`config.mk`:
```
export PLATFORM = sky130hd
export DESIGN_NAME = uart_tx_arbiter
export DESIGN_NICKNAME = d
export VERILOG_FILES = /design/src/rtl/uart_tx_arb_pkg.sv /design/src/rtl/uart_tx_serializer.sv /design/src/rtl/uart_tx_arbiter.sv
export SDC_FILE = /design/constraint.sdc
export NUM_CORES = 1
export LEC_CHECK = 0
export CAP_MARGIN = 20
export CORE_ASPECT_RATIO = 1.1
export CORE_MARGIN = 2
export CORE_UTILIZATION = 35
export CTS_CLUSTER_SIZE = 14
export DETAILED_ROUTE_END_ITERATION = 16
export SYNTH_ARGS = -nofsm -noshare
export SYNTH_HDL_FRONTEND = slang
export SYNTH_SLANG_ARGS = --single-unit
```
`constraint.sdc`:
```
create_clock -name core_clk -period 2.5 [get_ports core_clk]
set_input_delay 0.75 -clock core_clk [delete_from_list [all_inputs] [get_ports core_clk]]
set_output_delay 0.75 -clock core_clk [all_outputs]
set_load 0.03 [all_outputs]
```
`src/rtl/uart_tx_arb_pkg.sv`:
```
// Shared encodings for the management-UART transmit arbiter and its serializer.
package uart_tx_arb_pkg;

    localparam int FRAME_DATA_BITS = 8;

    typedef enum logic {
        ARB_IDLE,
        ARB_LOCK
    } arb_state_e;

    typedef enum logic [2:0] {
        S_IDLE,
        S_START,
        S_DATA,
        S_PARITY,
        S_STOP
    } ser_state_e;

endpackage

```
`src/rtl/uart_tx_serializer.sv`:
```
// 8N1 transmit serializer with per-frame latched bit period.
// Define UART_TX_ARB_PARITY_EN to insert an even-parity bit before the stop bit.
module uart_tx_serializer
    import uart_tx_arb_pkg::*;
#(
    parameter int DIV_W = 16
) (
    input  logic             core_clk,
    input  logic             core_rst,
    input  logic             load,
    input  logic [7:0]       data,
    input  logic [DIV_W-1:0] clk_div,
    output logic             ser_tx,
    output logic             idle,
    output logic             busy
);

    ser_state_e       state_q;
    logic [DIV_W-1:0] div_q;
    logic [DIV_W-1:0] cnt_q;
    logic [2:0]       bit_q;
    logic [7:0]       sh_q;
    logic             ser_q;
`ifdef UART_TX_ARB_PARITY_EN
    logic             par_q;
`endif

    logic last_tick;
    assign last_tick = (cnt_q == div_q);

    // Ready for a new byte in the final stop cycle so frames abut with no idle bit.
    assign idle   = (state_q == S_IDLE) || ((state_q == S_STOP) && last_tick);
    assign busy   = (state_q != S_IDLE);
    assign ser_tx = ser_q;

    always_ff @(posedge core_clk) begin
        if (core_rst) begin
            state_q <= S_IDLE;
            ser_q   <= 1'b1;
            div_q   <= '0;
            cnt_q   <= '0;
            bit_q   <= '0;
            sh_q    <= '0;
`ifdef UART_TX_ARB_PARITY_EN
            par_q   <= 1'b0;
`endif
        end else if (load && idle) begin
            state_q <= S_START;
            ser_q   <= 1'b0;
            div_q   <= clk_div;
            cnt_q   <= '0;
            bit_q   <= '0;
            sh_q    <= data;
`ifdef UART_TX_ARB_PARITY_EN
            par_q   <= ^data;
`endif
        end else if (state_q != S_IDLE) begin
            if (!last_tick) begin
                cnt_q <= cnt_q + 1'b1;
            end else begin
                cnt_q <= '0;
                case (state_q)
                    S_START: begin
                        state_q <= S_DATA;
                        ser_q   <= sh_q[0];
                        sh_q    <= {1'b0, sh_q[7:1]};
                    end
                    S_DATA: begin
                        if (bit_q == 3'(FRAME_DATA_BITS - 1)) begin
`ifdef UART_TX_ARB_PARITY_EN
                            state_q <= S_PARITY;
                            ser_q   <= par_q;
`else
                            state_q <= S_STOP;
                            ser_q   <= 1'b1;
`endif
                        end else begin
                            bit_q <= bit_q + 3'd1;
                            ser_q <= sh_q[0];
                            sh_q  <= {1'b0, sh_q[7:1]};
                        end
                    end
                    S_PARITY: begin
                        state_q <= S_STOP;
                        ser_q   <= 1'b1;
                    end
                    default: begin
                        state_q <= S_IDLE;
                        ser_q   <= 1'b1;
                    end
                endcase
            end
        end
    end

endmodule

```
`src/rtl/uart_tx_arbiter.sv`:
```
// Round-robin, message-granular arbiter sharing one UART transmit line among NREQ requesters.
// Frame format follows UART_TX_ARB_PARITY_EN (8E1 when defined, 8N1 otherwise).
module uart_tx_arbiter
    import uart_tx_arb_pkg::*;
#(
    parameter int NREQ         = 3,
    parameter int LOCK_TIMEOUT = 1024,
    parameter int DIV_W        = 16
) (
    input  logic              core_clk,
    input  logic              core_rst,
    input  logic              enable,
    input  logic [DIV_W-1:0]  clk_div,
    input  logic [NREQ-1:0]   req_valid,
    input  logic [8*NREQ-1:0] req_data,
    input  logic [NREQ-1:0]   req_last,
    output logic [NREQ-1:0]   req_ready,
    output logic              ser_tx,
    output logic              busy,
    output logic              grant_valid,
    output logic [2:0]        grant_id
);

    localparam int TW = (LOCK_TIMEOUT > 0) ? $clog2(LOCK_TIMEOUT + 1) : 1;

    arb_state_e    state_q;
    logic [2:0]    grant_id_q;
    logic [2:0]    ptr_q;
    logic [2:0]    ptr_d;
    logic [TW-1:0] timer_q;

    logic       ser_idle;
    logic       ser_busy;
    logic [7:0] sel_data;
    logic       sel_last;
    logic       owner_valid;
    logic [2:0] win;
    logic       accept;
    logic       tick;
    logic       timeout;
    logic       release_lock;

    always_comb begin
        sel_data    = '0;
        sel_last    = 1'b0;
        owner_valid = 1'b0;
        for (int i = 0; i < NREQ; i++) begin
            if (grant_id_q == 3'(i)) begin
                sel_data    = req_data[8*i +: 8];
                sel_last    = req_last[i];
                owner_valid = req_valid[i];
            end
        end
    end

    // First valid requester at or after the pointer, wrapping.
    always_comb begin
        int  idx;
        logic found;
        win   = ptr_q;
        found = 1'b0;
        idx   = 0;
        for (int k = 0; k < NREQ; k++) begin
            idx = int'(ptr_q) + k;
            if (idx >= NREQ) idx = idx - NREQ;
            if (!found && req_valid[idx]) begin
                found = 1'b1;
                win   = 3'(idx);
            end
        end
    end

    always_comb begin
        req_ready = '0;
        if ((state_q == ARB_LOCK) && enable && ser_idle) begin
            for (int i = 0; i < NREQ; i++) begin
                req_ready[i] = (grant_id_q == 3'(i));
            end
        end
    end

    assign accept       = |(req_valid & req_ready);
    assign tick         = !owner_valid && !ser_busy;
    assign timeout      = (LOCK_TIMEOUT != 0) && tick && (timer_q == TW'(LOCK_TIMEOUT - 1));
    assign release_lock = (accept && sel_last) || timeout;
    assign ptr_d        = (grant_id_q == 3'(NREQ - 1)) ? 3'd0 : grant_id_q + 3'd1;

    always_ff @(posedge core_clk) begin
        if (core_rst) begin
            state_q    <= ARB_IDLE;
            grant_id_q <= '0;
            ptr_q      <= '0;
            timer_q    <= '0;
        end else begin
            case (state_q)
                ARB_IDLE: begin
                    if (enable && |req_valid) begin
                        state_q    <= ARB_LOCK;
                        grant_id_q <= win;
                        timer_q    <= '0;
                    end
                end
                default: begin
                    if (release_lock) begin
                        state_q <= ARB_IDLE;
                        ptr_q   <= ptr_d;
                        timer_q <= '0;
                    end else if (accept) begin
                        timer_q <= '0;
                    end else if (tick && (LOCK_TIMEOUT != 0)) begin
                        timer_q <= timer_q + 1'b1;
                    end
                end
            endcase
        end
    end

    uart_tx_serializer #(.DIV_W(DIV_W)) u_ser (
        .core_clk (core_clk),
        .core_rst (core_rst),
        .load     (accept),
        .data     (sel_data),
        .clk_div  (clk_div),
        .ser_tx   (ser_tx),
        .idle     (ser_idle),
        .busy     (ser_busy)
    );

    assign busy        = ser_busy;
    assign grant_valid = (state_q == ARB_LOCK);
    assign grant_id    = grant_id_q;

endmodule
```
* After elaboration in Yosys (flattened, before gate mapping)
Index checks and enable logic that the tools add are counted.
Word-level totals: register bits 65, input bits 49, output and inout port bits 9, word-level logic and storage cells 128
Operators by class: muxes and demuxes 52, reduce and logical (&&, ||, !) cells 34, add/subtract/negate cells 9, magnitude comparators 6, bitwise logic cells 3, eq/ne operators 13
Operator list (number):
- 32-bit by 4-bit < comparator with 1-bit output (second input constant) | 3
- 32-bit two-way mux | 3
- 8-bit two-way mux | 7
- 11-bit two-way mux | 5
- 1-bit two-way mux | 24
- 3-bit two-way mux | 6
- 16-bit by 1-bit adder with 16-bit output (second input constant) | 1
- 16-bit equality test | 1
- 16-bit two-way mux | 1
- 8-bit one-hot mux with 2 select lines | 1
- 11-bit by 1-bit adder with 11-bit output (second input constant) | 1
- 11-bit by 10-bit equality test with 1-bit output (second input constant) | 1
- 1-bit logical AND | 10
- 4-bit by 2-bit subtractor with 5-bit output (second input constant) | 2
- 3-bit by 2-bit equality test with 1-bit output (second input constant) | 3
- 3-bit one-hot mux with 3 select lines | 1
- 4-bit by 2-bit greater-or-equal comparator with 1-bit output (second input constant) | 2
- 2-bit AND reduction | 4
- 4-bit AND reduction | 2
- 3-bit by 1-bit adder with 3-bit output (second input constant) | 2
- 1-bit binary-select mux with 2-bit select | 3
- 3-bit by 1-bit equality test with 1-bit output (second input constant) | 2
- 3-bit equality test (second input constant) | 2
- 3-bit zero test | 2
- 18 further kinds | 28

* Depth between registers and ports, before layout
depth after elaboration 12, gate-level depth with buffers 10, depth with buffers taken out 9

* By module
Synthesis repeated with hierarchy kept, for this count alone.
Unflattened totals: cell total of the unflattened synthesis 489, area total of the unflattened synthesis 4068.9 um2
By module, submodules not included:
- uart_tx_serializer | sequential area each 940.9 um2, area each 2363.5 um2, cells each 271, times used 1
- uart_tx_arbiter | sequential area each 360.3 um2, area each 1705.4 um2, cells each 218, times used 1

* Worst setup path after synthesis
OpenSTA, ideal clock, no wires.
path kind input -> output, start in enable, end out req_ready[0], cell stages on the path 4, required time 1.750 ns, setup slack -0.210 ns, arrival time 1.960 ns, cell sequence nand2_1 nor4_1 nand2_1 nor3_1
Between the ends: cells in the longest elaborated chain, start to end 3
Ends and longest elaborated chain:
- start: declaration | RTL line uart_tx_arbiter.sv:12 | input logic enable,
- 1-bit logical AND (2 in series) | RTL line uart_tx_arbiter.sv:75 | if ((state_q == ARB_LOCK) && enable && ser_idle) begin
- 3-bit two-way mux | RTL line uart_tx_arbiter.sv:75
- end: declaration | RTL line uart_tx_arbiter.sv:17 | output logic [NREQ-1:0] req_ready,
Every way passes these cells.

* Worst setup path in the final report
start reg u_ser.cnt_q[2], end out req_ready[0]
Between the ends: cells in the longest elaborated chain, start to end 5
Ends and longest elaborated chain:
- start: declaration | RTL line uart_tx_serializer.sv:20 | logic [DIV_W-1:0] cnt_q;
- start signal: assignment | RTL line uart_tx_serializer.sv:59 | cnt_q <= cnt_q + 1'b1;
- 16-bit equality test | RTL line uart_tx_serializer.sv:29 | assign last_tick = (cnt_q == div_q);
- 1-bit logical AND | RTL line uart_tx_serializer.sv:32 | assign idle = (state_q == S_IDLE) || ((state_q == S_STOP) && last_tick);
- 1-bit logical OR | RTL line uart_tx_serializer.sv:32
- 1-bit logical AND | RTL line uart_tx_arbiter.sv:75
- 3-bit two-way mux | RTL line uart_tx_arbiter.sv:75
Every way passes these cells.

==> out/results.ini <==
[run]
drv_cap=0

[timing]
clock_skew_ns=0.00838
finalCritPeriodShare=1.04
final-setup-viol-count=3
grt_setup_unrepaired=true
period_needed_ns=2.61
maxSlewViolCount=0
max_freq_mhz=384
worst-slew-pin-transition_ns=0.664
finalHoldViolCount=0
fin_ws_ns=-0.105
relSlewSlack=0.553
final.setup.tns_ns=-0.220

[yosys]
yosys.area.top_type=dfxtp_1
async_flop_share=0
syn_area_per_cell_um2=8.13
synthCells=472
synth_fp_nets=533
ys_seq_elements=65
synth_edf_count=0
synth_area_leaders=dfxtp_1, nand2_1, xor2_1
yosysTopAreaCellShare=0.339
yosys_warnings=0
ys.flop_type=dfxtp_1
netlist_area_um2=3840
synth_cell_type_count=68
synth_seq_area_share=0.339

[placement]
dp_cells=694
post-place-ws_ns=-0.427
port_buffers=57
place_hpwl_mm=7.24
gp_congestion=0.804

[worst_setup_path]
rr_startpoint=ptr_q[1]
r2r_slack_ns=0.10
cp.required_ns=1.75
worstPathArrival_ns=1.86
max_stage_delay_ns=0.36
worstSetupStartpointType=flip-flop
endpoint_kind=output pin
crit_type=flip-flop to output pin
crit_chain=xor2_1, nor4_2, a41o_4, nand2_1, nor3_2, buf_4
worstPathMaxFanout=5
slowest_stage=dfxtp_1
crit_start=u_ser.cnt_q[2]

[global_route]
overflow=0
grtUsageTotal=0.170
grt_max_degree=39
grt_pass1_wl_mm=16.5
first_global_vias=3568
antenna_found_initial=0

[route]
final_antenna_net_count=0
wl_per_cell_um=13.7
first_iter_violations=135
via_count=3650
wirelength_mm=9.84
vias_per_cell=5.09
firstDrtPassIters=4
route.detailed.drc=0

[die]
start_util=0.355
die_x_um=104
die_h_um=114
io_pins=58
die_area_um2=11800
rows=40
core_um2=10800

[power]
power_mw=3.07
vdd_drop_max_mv=0.304
power.density_nw_per_um2=572
p_leak_nw=2.14

[hold_path]
hold_class=flip-flop to flip-flop
hp-start=timer_q[10]

[cells_and_area]
final_cells=717
syn2layout_area_growth_pct=40.0
nets=626
drive_gt1_frac=0.214
antenna_cells=0
nFillCells=1063

[clocking]
tritoncts=built
cts_sinks=65
clkTransAtPathRegs_ns=0.06
numCtsBuffers=9
cts_buffer_depth=2
clk_latency_ns=0.33
clockRootBuffer=clkbuf_16
cts-htree-levels=3

[outcome]
status=finished with violations
violations=setup timing

-- stage by stage --
| step | cell area [um^2] | hold slack (ns) | util |
|---|---|---|---|
| after floorplan | 3860 | 0.424 | - |
| after global placement | 4830 | 0.434 | 0.447 |
| after detailed placement | 4830 | 0.436 | 0.447 |
| after CTS | 5250 | 0.444 | 0.486 |
| after global routing | 5380 | 0.470 | 0.497 |
| final | 5380 | 0.444 | 0.497 |
-- final cells by class --
type	instances	area (um^2)	share of cell area
tap	147	184	0.0342
inverter	10	37.5	0.00698
sequential	65	1320	0.246
timing repair buffer	110	996	0.185
clock inverter	7	119	0.0221
clock buffer	9	225	0.0419
multi-input combinational	369	2490	0.464
-- placed cells by master, fill, tap and decap left out, types with 4 or more instances in the layout --
cell type,n
xnor2_1,8
nand2_1,67
nand3_1,13
dfxtp_2,6
nor3_1,12
mux2i_1,14
buf_4,51
clkdlybuf4s50_1,50
nand4_1,6
inv_1,5
o21ai_0,5
and3_1,6
inv_2,5
a21oi_1,34
ha_1,8
clkbuf_16,9
nor4_1,5
nor2b_1,9
nand2b_1,4
nor2_1,49
dfxtp_1,56
xor2_1,27
o21ai_1,5
a211oi_1,6
-- Yosys cell counts (2+ instances only) --
cell        n
xnor2_1     8
a221o_1     3
mux2_2      3
o311a_1     2
nand4_1     6
a211o_1     2
o21ai_1     4
a2bb2oi_1   2
a311o_1     2
inv_2       3
nand2b_1    4
a31oi_1     3
a22oi_1     4
a311oi_1    3
nor3_2      2
o21ai_0     6
nor2b_1    10
buf_6       3
nand3_1    13
clkbuf_1   14
nor2_1     50
inv_1       7
nor3_1     13
and3_1      8
mux2i_1    15
nor4_1      7
o31ai_1     2
nor4_2      4
or3_1       3
o21a_1      3
buf_1       2
dfxtp_1    65
a22o_1      3
xor2_1     28
a21bo_1     2
nand2_1    69
a21o_1      3
a211oi_1    6
o211a_1     2
ha_1       12
a21oi_1    35
buf_2       8
o2bb2ai_1   2
o21bai_1    2
-- layer usage --
| metal | global-route usage | routed length, um |
|---|---|---|
| met3 | 0.0297 | 297 |
| met2 | 0.299 | 4920 |
| met4 | 0.0667 | 92 |
| met1 | 0.207 | 4530 |
| met5 | 0 | 0 |
-- where the power goes --
part / internal (mW) / switching, mW
Combinational: 0.265 / 0.269
Sequential: 1.06 / 0.0261
Clock: 0.973 / 0.478
Total: 2.30 / 0.773
-- registers in the layout, indices dropped and copies added (netlist names) --
signal / cells
timer_q: 11
u_ser.ser_tx: 1
ptr_q: 3
u_ser.div_q: 16
u_ser.cnt_q: 16
u_ser.state_q: 3
grant_id: 3
grant_valid: 1
u_ser.bit_q: 3
u_ser.sh_q: 8
-- worst max-delay path, delay by kind of cell, from the launching register on --
kind	cells	cell delay [ns]
xor+xnor	1	0.19
buf+inv	1	0.18
compound gates	1	0.29
simple gates	3	0.51
flops	1	0.36
-- worst paths after layout --
kind	end	cells past startpoint
max	req_ready[0]	6
min	timer_q[10]	1
max reg2reg	grant_id[2]	9
min reg2reg	timer_q[10]	1
-- cells by family after synthesis --
kind of cell	Yosys count	synth area share
AOI/OAI and AO/OA	106	0.197
adders and majority gates	12	0.0391
DFF	65	0.339
and+or+nand+nor	197	0.249
buffers and inverters	38	0.0466
muxes	18	0.0479
xor gates and xnor gates	36	0.0821
-- what timing repair did --
action	4_1_cts	5_1_grt
pin swaps	5	5
setup buffers	2	5
hold buffers	0	0
endpoints found under the setup margin	9	20
gates resized for setup	17	23
Power figures use the tool's default switching activity.
